--- config.mk ---
export PLATFORM = sky130hd
export DESIGN_NAME = hdmi_reset_sequencer_flat
export DESIGN_NICKNAME = d
export VERILOG_FILES = /design/src/rtl/hdmi_clk_pkg.sv /design/src/rtl/hdmi_reset_sequencer_if.sv /design/src/rtl/sync_bit.sv /design/src/rtl/hdmi_reset_sequencer.sv /design/src/flat_wrapper.sv
export SDC_FILE = /design/constraint.sdc
export NUM_CORES = 1
export LEC_CHECK = 0
export CAP_MARGIN = 40
export CELL_PAD_IN_SITES_DETAIL_PLACEMENT = 1
export CELL_PAD_IN_SITES_GLOBAL_PLACEMENT = 2
export CORE_MARGIN = 8
export CORE_UTILIZATION = 35
export CTS_CLUSTER_DIAMETER = 50
export DETAILED_ROUTE_END_ITERATION = 6
export GPL_ROUTABILITY_DRIVEN = 0
export MAX_ROUTING_LAYER = met4
export PLACE_DENSITY_LB_ADDON = 0.1
export SYNTH_ARGS = -nofsm -noshare
export SYNTH_HDL_FRONTEND = slang
export SYNTH_SLANG_ARGS = --single-unit
--- constraint.sdc ---
create_clock -name clk -period 4.3 [get_ports clk]
set_clock_uncertainty 0.1 [all_clocks]
set_input_delay 0.43 -clock clk [delete_from_list [all_inputs] [get_ports clk]]
set_output_delay 0.43 -clock clk [all_outputs]
set_load 0.05 [all_outputs]
--- src/rtl/hdmi_clk_pkg.sv ---
// Shared types and default timing constants for the HDMI output clocking reset sequence.
// Pure declarations: no latency, no flow control.
package hdmi_clk_pkg;

   typedef enum logic [2:0] {
      RST_MMCM,
      WAIT_LOCK,
      HOLD_SERDES,
      DELAY_CORE,
      RUN
   } seq_state_t;

   localparam int DEF_MMCM_RST_CYCLES     = 16;
   localparam int DEF_LOCK_STABLE_CYCLES  = 1024;
   localparam int DEF_LOCK_TIMEOUT_CYCLES = 65536;
   localparam int DEF_SERDES_HOLD_CYCLES  = 16;
   localparam int DEF_CORE_DELAY_CYCLES   = 8;

   function automatic int max4(input int a, input int b, input int c, input int d);
      int m;
      m = a;
      if (b > m) m = b;
      if (c > m) m = c;
      if (d > m) m = d;
      return m;
   endfunction

endpackage

--- src/rtl/hdmi_reset_sequencer_if.sv ---
// Lock input and reset outputs between the sequencer (master) and the HDMI datapath (slave).
// Plain wires: no latency, no flow control.
interface hdmi_reset_sequencer_if;
   logic locked;
   logic mmcm_reset;
   logic serdes_reset;
   logic core_resetn;
   logic ready;

   modport master (
      input  locked,
      output mmcm_reset,
      output serdes_reset,
      output core_resetn,
      output ready
   );

   modport slave (
      output locked,
      input  mmcm_reset,
      input  serdes_reset,
      input  core_resetn,
      input  ready
   );
endinterface

--- src/rtl/sync_bit.sv ---
// N-flop single-bit synchronizer for asynchronous inputs; N >= 2.
// Latency N clk cycles; synchronous active-low reset clears the chain to 0.
module sync_bit #(
   parameter int N = 2
) (
   input  logic clk,
   input  logic resetn,
   input  logic d,
   output logic q
);

   logic [N-1:0] sr;

   always_ff @(posedge clk) begin
      if (!resetn) begin
         sr <= '0;
      end else begin
         sr <= {sr[N-2:0], d};
      end
   end

   assign q = sr[N-1];

endmodule

--- src/rtl/hdmi_reset_sequencer.sv ---
// Pulses the MMCM reset, qualifies lock, then releases OSERDES and encoder core resets in order.
// Outputs registered from next state; lock loss reaches the outputs 3 edges after locked falls.
module hdmi_reset_sequencer
   import hdmi_clk_pkg::*;
#(
   parameter int MMCM_RST_CYCLES     = DEF_MMCM_RST_CYCLES,
   parameter int LOCK_STABLE_CYCLES  = DEF_LOCK_STABLE_CYCLES,
   parameter int LOCK_TIMEOUT_CYCLES = DEF_LOCK_TIMEOUT_CYCLES,
   parameter int SERDES_HOLD_CYCLES  = DEF_SERDES_HOLD_CYCLES,
   parameter int CORE_DELAY_CYCLES   = DEF_CORE_DELAY_CYCLES
) (
   input  logic                   clk,
   input  logic                   resetn,
   hdmi_reset_sequencer_if.master rst_if
);

   localparam int CNT_MAX = max4(MMCM_RST_CYCLES, LOCK_STABLE_CYCLES,
                                 SERDES_HOLD_CYCLES, CORE_DELAY_CYCLES);
   localparam int CW = $clog2(CNT_MAX + 1);
   localparam int TW = $clog2(LOCK_TIMEOUT_CYCLES + 1);

   localparam logic [CW-1:0] MMCM_LAST    = CW'(MMCM_RST_CYCLES - 1);
   localparam logic [CW-1:0] LOCK_LAST    = CW'(LOCK_STABLE_CYCLES - 1);
   localparam logic [CW-1:0] SERDES_LAST  = CW'(SERDES_HOLD_CYCLES - 1);
   localparam logic [CW-1:0] CORE_LAST    = CW'(CORE_DELAY_CYCLES - 1);
   localparam logic [TW-1:0] TIMEOUT_LAST = TW'(LOCK_TIMEOUT_CYCLES - 1);

   seq_state_t    state_q, state_d;
   logic [CW-1:0] cnt_q, cnt_d;
   logic [TW-1:0] tcnt_q, tcnt_d;
   logic          locked_s;
   logic          mmcm_reset_q, serdes_reset_q, core_resetn_q, ready_q;

   sync_bit #(.N(2)) u_lock_sync (
      .clk    (clk),
      .resetn (resetn),
      .d      (rst_if.locked),
      .q      (locked_s)
   );

   always_comb begin
      state_d = state_q;
      cnt_d   = cnt_q;
      tcnt_d  = tcnt_q;
      unique case (state_q)
         RST_MMCM: begin
            if (cnt_q == MMCM_LAST) begin
               cnt_d   = '0;
               tcnt_d  = '0;
               state_d = WAIT_LOCK;
            end else begin
               cnt_d = cnt_q + 1'b1;
            end
         end
         WAIT_LOCK: begin
            tcnt_d = tcnt_q + 1'b1;
            cnt_d  = locked_s ? cnt_q + 1'b1 : '0;
            // A lock that qualifies on the timeout cycle wins over re-pulsing the MMCM.
            if (locked_s && cnt_q == LOCK_LAST) begin
               cnt_d   = '0;
               state_d = HOLD_SERDES;
            end else if (tcnt_q == TIMEOUT_LAST) begin
               cnt_d   = '0;
               state_d = RST_MMCM;
            end
         end
         HOLD_SERDES, DELAY_CORE: begin
            if (!locked_s) begin
               cnt_d   = '0;
               state_d = RST_MMCM;
            end else if (cnt_q == ((state_q == HOLD_SERDES) ? SERDES_LAST : CORE_LAST)) begin
               cnt_d   = '0;
               state_d = (state_q == HOLD_SERDES) ? DELAY_CORE : RUN;
            end else begin
               cnt_d = cnt_q + 1'b1;
            end
         end
         RUN: begin
            if (!locked_s) begin
               cnt_d   = '0;
               state_d = RST_MMCM;
            end
         end
         default: begin
            cnt_d   = '0;
            state_d = RST_MMCM;
         end
      endcase
   end

   always_ff @(posedge clk) begin
      if (!resetn) begin
         state_q        <= RST_MMCM;
         cnt_q          <= '0;
         tcnt_q         <= '0;
         mmcm_reset_q   <= 1'b1;
         serdes_reset_q <= 1'b1;
         core_resetn_q  <= 1'b0;
         ready_q        <= 1'b0;
      end else begin
         state_q        <= state_d;
         cnt_q          <= cnt_d;
         tcnt_q         <= tcnt_d;
         mmcm_reset_q   <= (state_d == RST_MMCM);
         serdes_reset_q <= (state_d == RST_MMCM) || (state_d == WAIT_LOCK) ||
                           (state_d == HOLD_SERDES);
         core_resetn_q  <= (state_d == RUN);
         ready_q        <= (state_d == RUN);
      end
   end

   assign rst_if.mmcm_reset   = mmcm_reset_q;
   assign rst_if.serdes_reset = serdes_reset_q;
   assign rst_if.core_resetn  = core_resetn_q;
   assign rst_if.ready        = ready_q;

endmodule

--- src/flat_wrapper.sv ---
// flat-port wrapper written by rule: the top's interface ports become plain ports
module hdmi_reset_sequencer_flat import hdmi_clk_pkg::*;
#(
   parameter int MMCM_RST_CYCLES     = DEF_MMCM_RST_CYCLES,
   parameter int LOCK_STABLE_CYCLES  = DEF_LOCK_STABLE_CYCLES,
   parameter int LOCK_TIMEOUT_CYCLES = DEF_LOCK_TIMEOUT_CYCLES,
   parameter int SERDES_HOLD_CYCLES  = DEF_SERDES_HOLD_CYCLES,
   parameter int CORE_DELAY_CYCLES   = DEF_CORE_DELAY_CYCLES
)
  (clk, resetn, rst_if_locked, rst_if_mmcm_reset, rst_if_serdes_reset, rst_if_core_resetn, rst_if_ready);
  hdmi_reset_sequencer_if rst_if_i ();
  input  logic clk;
  input  logic resetn;
  input wire logic [$bits(rst_if_i.locked)-1:0] rst_if_locked;
  output wire logic [$bits(rst_if_i.mmcm_reset)-1:0] rst_if_mmcm_reset;
  output wire logic [$bits(rst_if_i.serdes_reset)-1:0] rst_if_serdes_reset;
  output wire logic [$bits(rst_if_i.core_resetn)-1:0] rst_if_core_resetn;
  output wire logic [$bits(rst_if_i.ready)-1:0] rst_if_ready;
  assign rst_if_i.locked = rst_if_locked;
  assign rst_if_mmcm_reset = rst_if_i.mmcm_reset;
  assign rst_if_serdes_reset = rst_if_i.serdes_reset;
  assign rst_if_core_resetn = rst_if_i.core_resetn;
  assign rst_if_ready = rst_if_i.ready;
  hdmi_reset_sequencer #(.MMCM_RST_CYCLES(MMCM_RST_CYCLES), .LOCK_STABLE_CYCLES(LOCK_STABLE_CYCLES), .LOCK_TIMEOUT_CYCLES(LOCK_TIMEOUT_CYCLES), .SERDES_HOLD_CYCLES(SERDES_HOLD_CYCLES), .CORE_DELAY_CYCLES(CORE_DELAY_CYCLES)) u_core (.clk(clk), .resetn(resetn), .rst_if(rst_if_i));
endmodule
==> flow_summary_export.csv <==
group,metric,value,unit
worst_setup_path,cpMostUsedCell,"ha_1",
detailed_routing,vias,1695,
global_route,track_usage,12.4,%
logic_synthesis,synthSimpleGateAreaFrac,36.1,%
timing,fin_setup_tns,0,ps
timing,slew_headroom,42.6,%
cts,cts.path.max_buffers,2,
logic_synthesis,synthArstFlopShare,0,%
placement,placed_cells,302,
finish,instances_no_fill,310,
worst_setup_path,crit_buf_inv,0,
hold_path,min-delay-path-class,"reg -> reg",
logic_synthesis,ys_warn_count,0,
logic_synthesis,ys_seq_elements,36,
floorplanning,num_io_pins,7,
placement,io_buffer_count,6,
cts,path_clk_slew,70,ps
logic_synthesis,synth.largest_area_cell,"dfxtp_1",
logic_synthesis,yosysSeqAreaShare,37.2,%
worst_setup_path,crit_family,"simple AND/OR/NAND/NOR gates",
cts,clk_latency,290,ps
logic_synthesis,synth_top_cells_by_area,"dfxtp_1, nand2_1, nand3_1",
worst_setup_path,cp_data_required_time,4370,ps
worst_setup_path,criticalPathCategory,"reg -> reg",
global_route,grt_pass1_vias,1699,
logic_synthesis,synthesis.nets,242,
detailed_routing,viasPerCell,5.47,
global_route,antenna_found_initial,0,
cts,clock-sinks,36,
logic_synthesis,synthMuxAreaShare,0.516,%
logic_synthesis,synth_top_family_by_area,"simple AND/OR/NAND/NOR gates",
worst_setup_path,crit_fanout,8,
worst_setup_path,cp-end-kind,"flop",
worst_setup_path,cp_slowest_cell,"nor3_1",
outcome,status,"finished, final reports clean",
logic_synthesis,synth_edf_count,0,
logic_synthesis,synthAdderAreaFrac,1.94,%
floorplanning,start_util,35.7,%
worst_setup_path,cp_cell_sequence,"ha_1 > nand3_1 > nor3_1 > and3_1 > ha_1 > nor4b_4 > o21ai_2 > o21ai_0",
pwr,p_per_area,286,mW/mm2
finish,syn2layout_area_growth,9.03,%
logic_synthesis,netlist_instances,236,
global_route,gr-total-overflow,0,
flow_run,cap_viol_max_count,0,
floorplanning,core,0.00544,mm2
detailed_routing,wl_met1,2.15,mm
detailed_routing,wire_per_inst,15.0,um
finish,final_nets,243,
detailed_routing,top_layer,"met4",
detailed_routing,wl_met2,2.36,mm
worst_setup_path,arrival,2610,ps
floorplanning,row_count,27,
finish,postLayoutCoreUtil,38.9,%
floorplanning,die-area,0.00818,mm2
timing,holdWs,334,ps
placement,dp_hpwl,3.39,mm
floorplanning,dieWidth,90.4,um
cts,holdBufCountCts,0,
detailed_routing,route.detailed.drc,0,
timing,setup_viol,0,
logic_synthesis,synth_cell_type_count,53,
logic_synthesis,synth_xor_area_share,0.903,%
logic_synthesis,syn_area,0.00194,mm2
cts,cts_resized,0,
timing,drv_slew,0,
finish,final_layout_size_suffix_gt1_share,6.72,%
detailed_routing,wl,4.65,mm
timing,rsz0062_at_grt,"false",
detailed_routing,detail-route-antenna-nets,0,
global_route,grt_max_degree,29,
timing,finalHoldViolCount,0,
logic_synthesis,syn_avg_cell_area,8.22,um2
cts,cts_htree_levels,2,
logic_synthesis,yosysTopAreaCellShare,37.2,%
worst_setup_path,slowest_delay,470,ps
finish,antenna_cells,0,
cts,cts_setup_buffers,0,
detailed_routing,drt_first_pass_iters,4,
detailed_routing,wl_met3,92,um
logic_synthesis,synth_compound_area_share,19.1,%
timing,max_freq,392,MHz
pwr,leakage,0.000767,uW
cts,root_buffer,"clkbuf_8",
cts,cts_tree,"yes",
cts,cts_buffers,5,
pwr,peakVddDrop,149,uV
floorplanning,die_h,90.4,um
timing,min_period_over_period,59.3,%
logic_synthesis,ys.flop_type,"dfxtp_1",
worst_setup_path,start_kind,"flop",
timing,fin_crit,2550,ps
timing,tightestPinTransition,858,ps
global_route,grt_pass1_wl,8.24,mm
detailed_routing,drt_iter0_markers,61,
-- area by class of cell --
cell class              instances  area (um2)
well taps                      72        90.1
multi-input cells             184        1130
clock buffers                   8        90.1
repair buffers                  7        67.6
fillers                       652        3320
flip-flops and latches         36         721
inverters                       3        11.3
-- through the flow --
step / total power [uW] / setup slack [ps] / instance area, um2
finish: 605 / 1750 / 2110
global route: 631 / 1470 / 2110
CTS: 615 / 1700 / 2110
detailed placement: 364 / 1610 / 2020
global placement: 363 / 1710 / 2020
floorplan: 358 / 2200 / 1940
-- Yosys cell counts, drive strengths merged (4+ instances only) --
library cell and instances:
nor2b 7, and2 9, dfxtp 36, a21boi 4
a31oi 5, a21oi 13, nand3 16, o21ai 18
nand2 29, nor3 5, nand3b 4, o221ai 4
clkbuf 7, nor4 4, buf 6, nand4 4
and3 7, nor2 17
-- flip-flops by register name, summed over array words and instances, names as in the netlist --
name / count
u_core.rst_if.serdes_reset: 1
u_core.state_q: 3
u_core.cnt_q: 11
u_core.rst_if.mmcm_reset: 1
u_core.rst_if.core_resetn: 1
u_core.u_lock_sync.sr: 2
u_core.tcnt_q: 17
-- report_power, final --
part           leakage (uW)  switching [uW]  internal (uW)
Combinational      0.000431            8.71           7.09
Clock             0.0000455             118            131
Sequential         0.000291            3.72            336
Total              0.000767             131            474
-- placed cells by master, fill, tap and decap left out, types with 5 or more instances in the layout --
cell type	instances
nand3_1	16
a21oi_1	13
nor2_1	17
a31oi_1	5
and3_1	6
nor2b_1	7
and2_1	9
nor3_1	5
o21ai_0	16
dfxtp_1	36
clkdlybuf4s50_1	6
clkbuf_8	6
nand2_1	29
-- layer usage --
| layer | track usage (%) | vias up |
|---|---|---|
| met1 | 14.3 | 830 |
| met2 | 20.7 | 9 |
| li1 | - | 851 |
| met5 | - | - |
| met4 | 4.02 | 0 |
| met3 | 2.83 | 5 |
-- cells by family after synthesis --
| family | after synthesis |
|---|---|
| buffers and inverters | 16 |
| adder cells (fa/ha/maj) | 3 |
| AO/OA/AOI/OAI | 58 |
| flip-flops | 36 |
| multiplexers | 1 |
| AND/OR/NAND/NOR | 120 |
| XOR/XNOR | 2 |
-- worst paths after layout --
check                           startpoint                  endpoint  slack (ps)  cells after the start
setup reg to reg          u_core.tcnt_q[1]           u_core.cnt_q[7]        1750                      8
hold reg to reg   u_core.u_lock_sync.sr[0]  u_core.u_lock_sync.sr[1]         330                      1
hold / removal    u_core.u_lock_sync.sr[0]  u_core.u_lock_sync.sr[1]         330                      1
setup / recovery          u_core.tcnt_q[1]           u_core.cnt_q[7]        1750                      8
Power figures use the tool's default switching activity.
